`config.mk`:
```
export PLATFORM = sky130hd
export DESIGN_NAME = sat_add_arbiter
export DESIGN_NICKNAME = d
export VERILOG_FILES = /design/src/rtl/sat_add_pkg.sv /design/src/rtl/sat_add_core.sv /design/src/rtl/sat_add_arbiter.sv
export SDC_FILE = /design/constraint.sdc
export NUM_CORES = 1
export LEC_CHECK = 0
export ABC_AREA = 1
export BUFFER_PORTS_ARGS = -buffer_cell sky130_fd_sc_hd__buf_2
export CORE_MARGIN = 2
export CORE_UTILIZATION = 40
export DETAILED_ROUTE_END_ITERATION = 12
export PLACE_DENSITY = 0.73
export RECOVER_POWER = 100
export SLEW_MARGIN = 40
export SYNTH_ARGS = -nofsm -noshare
export SYNTH_HDL_FRONTEND = slang
export SYNTH_SLANG_ARGS = --single-unit
```
`constraint.sdc`:
```
create_clock -name clk -period 3.83 [get_ports clk]
set_input_delay 0 -clock clk [delete_from_list [all_inputs] [get_ports clk]]
set_output_delay 0 -clock clk [all_outputs]
set_load 0.02 [all_outputs]
```
`src/rtl/sat_add_pkg.sv`:
```
// Shared definitions for the saturating-add arbiter slice.
//   sat_max / sat_min : two's-complement clamp limits for a given width
//   id_width          : requester index width, clog2(n) with a floor of 1
//   req_idx_t         : requester index type sized for the largest legal N_REQ
package sat_add_pkg;

  localparam int unsigned MAX_WIDTH = 16;
  localparam int unsigned MAX_REQ   = 4;
  localparam int unsigned MAX_ID_W  = 2;

  typedef logic [MAX_ID_W-1:0] req_idx_t;

  // Largest positive value, 0111..1, right-aligned in MAX_WIDTH bits.
  function automatic logic [MAX_WIDTH-1:0] sat_max(input int unsigned width);
    return MAX_WIDTH'((32'd1 << (width - 32'd1)) - 32'd1);
  endfunction

  // Most negative value, 1000..0, right-aligned in MAX_WIDTH bits.
  function automatic logic [MAX_WIDTH-1:0] sat_min(input int unsigned width);
    return MAX_WIDTH'(32'd1 << (width - 32'd1));
  endfunction

  function automatic int unsigned id_width(input int unsigned n);
    return (n < 32'd2) ? 32'd1 : 32'($clog2(n));
  endfunction

endpackage

```
`src/rtl/sat_add_core.sv`:
```
// Combinational signed saturating adder.
//   a, b : two's-complement operands, WIDTH bits
//   sum  : a + b clamped to [MIN, MAX]
//   sat  : 1 when the result was clamped
module sat_add_core
  import sat_add_pkg::*;
#(
  parameter int unsigned WIDTH = 4
) (
  input  logic [WIDTH-1:0] a,
  input  logic [WIDTH-1:0] b,
  output logic [WIDTH-1:0] sum,
  output logic             sat
);

  localparam logic [WIDTH-1:0] MAX_V = WIDTH'(sat_max(WIDTH));
  localparam logic [WIDTH-1:0] MIN_V = WIDTH'(sat_min(WIDTH));

  logic [WIDTH:0] ext_sum;

  assign ext_sum = {a[WIDTH-1], a} + {b[WIDTH-1], b};

  // The top two bits of the sign-extended sum disagree exactly when the
  // operands share a sign and the truncated sum flips it; bit WIDTH is the
  // true sign and picks the clamp direction.
  always_comb begin
    sat = ext_sum[WIDTH] ^ ext_sum[WIDTH-1];
    sum = ext_sum[WIDTH-1:0];
    if (sat) begin
      sum = ext_sum[WIDTH] ? MIN_V : MAX_V;
    end
  end

endmodule

```
`src/rtl/sat_add_arbiter.sv`:
```
// Round-robin arbiter sharing one signed saturating adder among N_REQ
// requesters, with a single-entry registered result stage.
//   clk, rst          : clock, asynchronous active-high reset
//   req_vld/req_rdy   : per-requester handshake; req_rdy is one-hot or zero
//   req_a, req_b      : per-requester signed operands
//   res_vld/res_rdy   : result handshake
//   res_sum, res_id   : saturated sum and index of the producing requester
//   res_sat           : result was clamped
//   sat_cnt           : saturating count of clamped accepts
//                       (only with SAT_ADD_ARB_SAT_CNT_EN defined)
module sat_add_arbiter
  import sat_add_pkg::*;
#(
  parameter int unsigned WIDTH = 4,
  parameter int unsigned N_REQ = 2
) (
  input  logic                          clk,
  input  logic                          rst,
  input  logic [N_REQ-1:0]              req_vld,
  input  logic [N_REQ-1:0][WIDTH-1:0]   req_a,
  input  logic [N_REQ-1:0][WIDTH-1:0]   req_b,
  output logic [N_REQ-1:0]              req_rdy,
  output logic                          res_vld,
  input  logic                          res_rdy,
  output logic [WIDTH-1:0]              res_sum,
  output logic [id_width(N_REQ)-1:0]    res_id,
  output logic                          res_sat
`ifdef SAT_ADD_ARB_SAT_CNT_EN
 ,output logic [7:0]                    sat_cnt
`endif
);

  localparam int unsigned ID_W = id_width(N_REQ);

  localparam logic [0:0] S_EMPTY = 1'b0;
  localparam logic [0:0] S_FULL  = 1'b1;

  logic [0:0]       state_q, state_d;
  logic [ID_W-1:0]  rr_q, rr_d;
  logic [ID_W-1:0]  win_idx;
  logic             win_found;
  logic             can_accept;
  logic             accept;
  logic [WIDTH-1:0] sel_a, sel_b;
  logic [WIDTH-1:0] add_sum;
  logic             add_sat;

  assign res_vld    = (state_q == S_FULL);
  assign can_accept = !res_vld || res_rdy;

  // Round-robin search: first pass covers indices rr..N_REQ-1, second pass
  // wraps to 0..rr-1. The earliest set bit in that order wins.
  always_comb begin
    win_found = 1'b0;
    win_idx   = '0;
    for (int i = 0; i < N_REQ; i++) begin
      if (!win_found && req_vld[i] && (ID_W'(i) >= rr_q)) begin
        win_found = 1'b1;
        win_idx   = ID_W'(i);
      end
    end
    for (int i = 0; i < N_REQ; i++) begin
      if (!win_found && req_vld[i]) begin
        win_found = 1'b1;
        win_idx   = ID_W'(i);
      end
    end
  end

  // No grant while reset is held, so nothing handshakes in the reset cycle.
  assign accept = win_found && can_accept && !rst;

  always_comb begin
    req_rdy = '0;
    if (accept) begin
      req_rdy[win_idx] = 1'b1;
    end
  end

  assign sel_a = req_a[win_idx];
  assign sel_b = req_b[win_idx];

  sat_add_core #(
    .WIDTH (WIDTH)
  ) u_core (
    .a   (sel_a),
    .b   (sel_b),
    .sum (add_sum),
    .sat (add_sat)
  );

  // Output-stage FSM and round-robin pointer next state.
  always_comb begin
    state_d = state_q;
    rr_d    = rr_q;
    if (accept) begin
      rr_d = (win_idx == ID_W'(N_REQ - 1)) ? '0 : win_idx + ID_W'(1);
    end
    unique case (state_q)
      S_EMPTY: if (accept)              state_d = S_FULL;
      S_FULL:  if (res_rdy && !accept)  state_d = S_EMPTY;
      default:                          state_d = S_EMPTY;
    endcase
  end

  always_ff @(posedge clk or posedge rst) begin
    if (rst) begin
      state_q <= S_EMPTY;
      rr_q    <= '0;
    end else begin
      state_q <= state_d;
      rr_q    <= rr_d;
    end
  end

  // Result payload only loads on accept, so it holds steady under back-pressure.
  always_ff @(posedge clk or posedge rst) begin
    if (rst) begin
      res_sum <= '0;
      res_id  <= '0;
      res_sat <= 1'b0;
    end else if (accept) begin
      res_sum <= add_sum;
      res_id  <= win_idx;
      res_sat <= add_sat;
    end
  end

`ifdef SAT_ADD_ARB_SAT_CNT_EN
  // Counts clamped accepts, sticking at 255.
  always_ff @(posedge clk or posedge rst) begin
    if (rst) begin
      sat_cnt <= 8'd0;
    end else if (accept && add_sat && (sat_cnt != 8'hFF)) begin
      sat_cnt <= sat_cnt + 8'd1;
    end
  end
`endif

endmodule

```
==> impl_summary.txt, run 1 <==
----------------------------------------------------
[Routing]
  Routed vias ... 694
  DRT Wirelength ... 1357 um
  DRC errors left ... 0
  Avg Vias per Cell ... 4.566
  Drt first-iter violations ... 10
  Post-detailed-route wirelength per cell ... 8.928 um
  Post-detailed-route count of antenna-violating nets ... 0
  First-pass detailed-route iteration total ... 4

[Global routing]
  Maximum number of pins on one net before global-route repair ... 14
  Number of antenna violations at the first check in global routing ... 0
  First-pass GRT wire length ... 2311 um
  Global route overflow ... 0
  GRT Overall Usage ... 0.1521
  Via count of the first global-routing pass ... 595

[Setup path]
  Max FO, Critical Path ... 12
  Critical path start-end classification ... reg2reg
  Max stage delay on crit path ... 0.47 ns
  Startpoint Class ... flop
  Cell type of the slowest stage on the worst timing path ... fa_1
  Required arrival time at the worst endpoint ... 3.96 ns
  Arrival time reported for the critical path endpoint ... 2.78 ns
  Critical path, cell by cell ... inv_1, a21oi_1, inv_1, o21ai_2, inv_1, fa_1, nor2_1, nor2_1, nand2_1, nand2_1, nand2_1, nand2_1, nand2_1, nand2_1
  Sort of element at the end of the critical path ... flop
  Top cell by count, worst path ... nand2_1

[STA]
  Max-slew headroom at the worst pin ... 0.4145
  Final hold vios ... 0
  Part of the cycle the worst path needs ... 0.6919
  Worst Tran Pin Value ... 0.8744 ns
  Count of final max-slew check failures ... 0
  Highest achievable clock rate ... 0.3774 GHz
  Minimum clock period after layout ... 2.650 ns
  WHS ... 0.01662 ns
  Post-Route Setup TNS ... 0 ns
  Setup repair after global routing missed its margin ... false
  Finish-stage setup viols ... 0
  Clock skew ... 0.001866 ns

[Floorplanning]
  Placement row count ... 14
  Initial cell density of the core ... 0.4391
  Width of the die ... 45.14 um
  Chip height ... 45.14 um
  Number of top-level design ports ... 30
  Full die area ... 0.002037 mm2
  Standard cell core area ... 0.001541 mm2

[Final layout]
  Total area of multi-input combinational cells ... 377.9 um2
  Top library cells by usage in the layout, fill and taps aside ... 52 x nand2_1, 20 x buf_2, 15 x inv_1, 9 x clkbuf_1, 8 x dfrtp_1
  Count of filler cells inserted in the layout ... 181
  Core occupancy in the finished layout ... 0.5373
  Share of final-layout standard cells stronger than drive strength 1 ... 0.2059
  Number of antenna cells inserted ... 0
  Most common cell after layout, fill and taps aside ... nand2_1
  Total Nets Final ... 164
  Area used by sequential logic in the layout ... 200.2 um2
  Synth-to-layout area growth ... 22.37%

[Pwr]
  Static power due to leakage ... 0.5178 nW
  Power density over cell area ... 431.0 mW/mm2
  Maximum vdd drop ... 165.5 uV

[Clock tree]
  Buffers inserted during post-CTS setup optimization ... 0
  Hold buffers post-CTS ... 1
  Count of clock tree sinks ... 8
  CTS tree ... done
  Clock latency of the later-clocked register in the worst-skew pair ... 0.24 ns
  Total of cells resized after clock tree synthesis ... 0
  Deepest clock path buffer count ... 2
  H-tree levels ... 1
  Clk slew on worst S/H paths ... 0.05 ns
  TritonCTS buffer count ... 3
  Root buf cell ... clkbuf_4

[Logic synthesis]
  Total number of yosys warnings ... 0
  Post-synthesis cell area ... 676.9 um2
  Average cell area after synthesis ... 6.447 um2
  Number of register bits inferred by synthesis ... 8
  Part of the Yosys area used for sequential elements ... 0.2957
  Syn nets ... 131
  Post-synthesis cell count ... 105
  Count of cell types in the netlist ... 19

[Outcome]
  Run status ... completed

[Place]
  Post-DP HPWL ... 1126 um
  Final weighted congestion of routability-driven global placement ... 0.7970
  PortBufs ... 29

[Run]
  Reported max-cap violation count ... 0

[Worst hold path]
  Worst hold path type ... in2reg

----------------------------------------------------
[worst max-delay path: cells and delay by family (launching register included)]
kind,cells,cell delay [ns]
simple gates,8,0.66
buf+inv,3,0.45
fa+ha+maj,1,0.47
compound gates,2,0.63
flops,1,0.32
[state kept, by name, summed over array words and instances (netlist names)]
register	count
res_sat	1
res_sum	4
res_id	1
res_vld	1
rr_q	1
[through the flow]
stage                     instance area, um2  total power, mW  std cells  setup slack, ns
after floorplan                        676.9           0.2585        105            1.760
after global placement                 825.8           0.3051        148            1.616
after detailed placement               825.8           0.3082        148            1.570
after CTS                              858.3           0.3726        152            1.556
after global routing                   828.3           0.3916        152           0.7795
final                                  828.3           0.3570        152            1.180
[where the power goes]
group | switching, mW | total, mW | internal (mW)
combinational | 0.114 | 0.175 | 0.0608
clock | 0.0262 | 0.0619 | 0.0357
sequential | 0.0116 | 0.120 | 0.109
[logic make-up (layout without fill, tap and decap cells)]
kind of cell | after synthesis | after routing | share of synthesized area
compound gates | 7 | 7 | 0.09056
xor+xnor | 1 | 1 | 0.01294
fa+ha+maj | 5 | 5 | 0.1035
buf+inv | 19 | 50 | 0.1183
flops | 8 | 8 | 0.2957
simple gates | 65 | 65 | 0.3789
[metal layers]
metal  GRT usage  part of all wire
met1      0.1802              0.47
met2      0.2629              0.49
met3     0.03200             0.039
met4     0.06471                 0
met5           0                 0
[path summary, 6_finish.rpt]
path                       slack, ns  startpoint  cells after the start         end
setup / recovery                1.18        rr_q                     14  res_sum[0]
setup reg to reg                1.18        rr_q                     14  res_sum[0]
hold reg to reg                 0.47  res_sum[1]                      2  res_sum[1]
min in group asynchronous       0.25         rst                      3  res_sum[3]
hold / removal                  0.02     res_rdy                      4     res_vld
max in group asynchronous       3.34         rst                      3  res_sum[2]
[final cells by class]
cell class	instances	area share
tap	16	0.02417
clock buffer	3	0.02719
multi-input combinational	78	0.4562
timing repair buffer	30	0.1737
inverter	17	0.07704
sequential	8	0.2417
[synth_stat cells]
cell type | instances | area share
nand2_1 | 51 | 0.28
inv_1 | 13 | 0.072
dfrtp_1 | 8 | 0.30
nand3_1 | 6 | 0.044
nor2_1 | 6 | 0.033
ha_1 | 4 | 0.074
inv_2 | 4 | 0.022
o21ai_2 | 2 | 0.026
a21oi_1 | 1 | 0.0074
a21oi_4 | 1 | 0.024
buf_2 | 1 | 0.0074
buf_6 | 1 | 0.017
fa_1 | 1 | 0.030
nand2_2 | 1 | 0.0092
nor2_2 | 1 | 0.0092
o211ai_2 | 1 | 0.018
o21ai_0 | 1 | 0.0074
o21ai_1 | 1 | 0.0074
xnor2_1 | 1 | 0.013
(Power assumes the default switching activity.)
==> inputs of run 2 (changes only) <==
Settings changed: ABC_AREA 1 to 0, CORE_ASPECT_RATIO set to 0.75, PLACE_DENSITY 0.73 to 0.75.
Clock period 3.83 ns to 2.4 ns, I/O delays scaled along.
==> run 2 against run 1 <==
Wire length is 64% higher. First-iteration DRC count down 30%. Non-clock buffer count rose by 15. Area after synthesis up 6.7%. Sequential share of layout area shrank 7.3 points. Sequential power increased by 62%. Sequential cell count unchanged. Die area increased by 6.2%. Largest power group unchanged.
==> impl_summary.txt, run 2 <==
----------------------------------------------------
[Logic synthesis]
  Fraction of post-synthesis cell area in the top cell type by area ... 0.2773 (-0.01845)
  Part of the Yosys area used for sequential elements ... 0.2773 (-0.01845)
  Count of cell types in the netlist ... 31 (+12)
  Leading cell types by count after synthesis ... 9 x nor2_1, 8 x dfrtp_1, 8 x mux2_2
  Total number of yosys warnings ... 0 (unchanged)
  Top cells by area in the synthesized netlist ... dfrtp_1 28%, mux2_2 12%, ha_1 6.9%
  Most used flip-flop cell after synthesis ... dfrtp_1
  Syn nets ... 108 (-18%)
  Dominant cell by count in the synthesized netlist ... nor2_1
  Post-synthesis cell area ... 721.9 um2 (+6.7%)
  Share of synthesized registers carrying an async set or reset ... 1.000 (unchanged)
  Average cell area after synthesis ... 8.804 um2 (+37%)
  Count of flip-flops with a built-in enable after synthesis ... 0 (unchanged)
  Library cell occupying the most area in the post-synthesis netlist ... dfrtp_1
  Post-synthesis cell count ... 82 (-22%)
  Number of register bits inferred by synthesis ... 8 (unchanged)

[Worst hold path]
  Hold Crit Endpoint ... res_vld
  Number of instances on the worst hold path ... 3 (-1)
  Worst hold path startpoint ... res_rdy
  Worst hold path type ... in2reg

[Clock tree]
  Clk slew on worst S/H paths ... 0.06 ns (about the same)
  TritonCTS buffer count ... 3 (unchanged)
  Root buf cell ... clkbuf_4
  Clock latency of the later-clocked register in the worst-skew pair ... 0.25 ns (about the same)
  Deepest clock path buffer count ... 2 (unchanged)
  Count of clock tree sinks ... 8 (unchanged)
  H-tree levels ... 1 (unchanged)
  CTS tree ... done

[Pwr]
  Power dissipated by switching net loads ... 0.3125 mW (+110%)
  Maximum vdd drop ... 499.8 uV (+200%)
  Tot Pwr ... 0.7565 mW (+110%)
  Power density over cell area ... 638.5 mW/mm2 (+48%)
  Switching power share of the total ... 0.4131 (-0.01220)
  Sequential power share ... 0.258 (-0.079)
  P_int ... 0.4440 mW (+120%)
  Static power due to leakage ... 0.5221 nW (+0.83%)
  Gate power share ... 0.601 (+0.111)
  Part of the total power dissipated in the clock network ... 0.141 (-0.032)

[Final layout]
  Number of antenna cells inserted ... 0 (unchanged)
  Top library cells by usage in the layout, fill and taps aside ... 19 x buf_2, 12 x buf_4, 10 x clkbuf_1, 8 x nor2_1, 8 x dfrtp_1
  Largest register FFs ... 4 (unchanged)
  Synth-to-layout area growth ... 64.13%
  Total Nets Final ... 156 (-4.9%)
  Register with the highest flop count ... res_sum
  Most common cell after layout, fill and taps aside ... buf_2
  Share of final-layout standard cells stronger than drive strength 1 ... 0.5234 (+0.3176)

[Floorplanning]
  Width of the die ... 53.06 um (+18%)
  Number of top-level design ports ... 30 (unchanged)
  Placement row count ... 13 (-1)
  Standard cell core area ... 0.001708 mm2 (+11%)
  Full die area ... 0.002164 mm2 (+6.2%)
  Initial cell density of the core ... 0.4227 (-0.01641)
  Chip height ... 40.79 um (-9.6%)

[Setup path]
  Max stage delay on crit path ... 0.40 ns (-0.07 ns)
  Max FO, Critical Path ... 5 (-7)
  Required arrival time at the worst endpoint ... 2.53 ns (-1.43 ns)
  Cell type of the slowest stage on the worst timing path ... dfrtp_1
  Reg-to-reg startpoint ... rr_q
  Sort of element at the end of the critical path ... flop
  Startpoint Class ... flop
  Critical path, cell by cell ... o21ai_4, buf_12, mux2_2, ha_4, a21oi_2, and3_4, a2111oi_4, nor4b_4, a21oi_1
  Number of cells on the worst reg-to-reg path ... 9 (-5)
  Worst Setup SP ... rr_q
  Critical path start-end classification ... reg2reg
  Arrival time reported for the critical path endpoint ... 2.50 ns (-0.28 ns)
  R2R Setup Slk ... 0.03 ns (-1.16 ns)
  Worst reg2reg path endpoint ... res_sum[0]

[STA]
  Part of the cycle the worst path needs ... 0.9896 (+0.2977)
  Setup repair after global routing missed its margin ... true
  Finish-stage setup viols ... 0 (unchanged)
  Post-Route Setup TNS ... 0 ns (unchanged)
  WHS ... 0.1718 ns (+0.1551 ns)
  Final hold vios ... 0 (unchanged)
  Count of final max-slew check failures ... 0 (unchanged)
  Highest achievable clock rate ... 0.4211 GHz (+12%)
  Max-slew headroom at the worst pin ... 0.7358 (+0.3213)
  PnR worst setup slack ... 0.02503 ns (-1.155 ns)
  Minimum clock period after layout ... 2.375 ns (-0.2748 ns)
  Worst Tran Pin Value ... 0.3933 ns (-0.4811 ns)
  Clock skew ... 0.002177 ns (+0.0003105 ns)

[Routing]
  Drt first-iter violations ... 7 (-3)
  Routed vias ... 797 (+15%)
  Post-detailed-route count of antenna-violating nets ... 0 (unchanged)
  DRT Wirelength ... 2222 um (+64%)
  Avg Vias per Cell ... 5.313 (+16%)
  DRC errors left ... 0 (unchanged)
  Post-detailed-route wirelength per cell ... 14.81 um (+66%)
  First-pass detailed-route iteration total ... 4 (unchanged)

[Place]
  Post-Place Worst Slack ... -0.1029 ns (-1.673 ns)
  PortBufs ... 29 (unchanged)
  Final weighted congestion of routability-driven global placement ... 0.9016 (+13%)
  Post-DP HPWL ... 1545 um (+37%)

[Global routing]
  Global route overflow ... 0 (unchanged)
  Number of antenna violations at the first check in global routing ... 0 (unchanged)
  Maximum number of pins on one net before global-route repair ... 16 (+2)
  GRT Overall Usage ... 0.2153 (+0.06326)
  First-pass GRT wire length ... 3243 um (+40%)
  Via count of the first global-routing pass ... 732 (+23%)

[Run]
  Reported max-cap violation count ... 0 (unchanged)

[Outcome]
  Run status ... completed

----------------------------------------------------
## run 2: cell type report
type | instances | area, um2
tap | 22 | 27.53
sequential | 8 | 200.2
clock buffer | 3 | 22.52
timing repair buffer | 45 | 275.3
inverter | 7 | 26.28
fill | 136 | 523.0
multi-input combinational | 65 | 633.1
## run 2: worst max path at each step
stage          cells past startpoint          to  slack, ns
5_1_grt                           11  res_sum[2]      -0.11
4_1_cts                           11  res_sum[0]      -0.06
3_3_place_gp                       8  res_sum[2]      -0.03
2_1_floorplan                     10  res_sum[2]       0.06
6_report                           9  res_sum[0]       0.03
3_5_place_dp                      10  res_sum[0]      -0.10
## run 2: worst max-delay path, delay by kind of cell (launching register included)
family,cells,cell delay [ns]
AOI/OAI and AO/OA,4,0.55
and+or+nand+nor,2,0.52
buffers and inverters,1,0.14
DFF,1,0.40
adders and majority gates,1,0.27
muxes,1,0.36
## run 2: what timing repair did
item	in CTS	in global routing
resized for setup	13	16
setup buffers	4	1
pin swaps	8	7
endpoints found under the hold margin	8	0
hold buffers	1	0
setup endpoints to repair	3	4
## run 2: power groups by stage
| stage | logic (mW) | clock network, mW | registers, mW |
|---|---|---|---|
| final | 0.455 | 0.107 | 0.195 |
| after global routing | 0.499 | 0.115 | 0.198 |
| after CTS | 0.403 | 0.109 | 0.194 |
| after detailed placement | 0.357 | 0 | 0.195 |
| after global placement | 0.345 | 0 | 0.194 |
| after floorplan | 0.188 | 0 | 0.239 |
## run 2: metrics by stage
stage,cells,util,area (um2)
global placement,141,0.5678,969.7
CTS,149,0.6440,1100
global route,150,0.6938,1185
finish,150,0.6938,1185
floorplan,82,-,732.0
detailed placement,141,0.5678,969.7
## run 2: per-layer routing
metal / vias up / share of wire / track usage
met5: - / 0 / 0
met4: 0 / 0.015 / 0.03846
met3: 4 / 0.054 / 0.05474
met2: 23 / 0.52 / 0.4063
met1: 382 / 0.41 / 0.2555
li1: 388 / - / -
## run 2: logic make-up (layout without fill, tap and decap cells)
kind of cell / Yosys count / in the layout / share of synthesized area
muxes: 11 / 11 / 0.1664
buffers and inverters: 9 / 55 / 0.05027
and+or+nand+nor: 30 / 30 / 0.2392
AOI/OAI and AO/OA: 19 / 19 / 0.1698
DFF: 8 / 8 / 0.2773
adders and majority gates: 5 / 5 / 0.09706
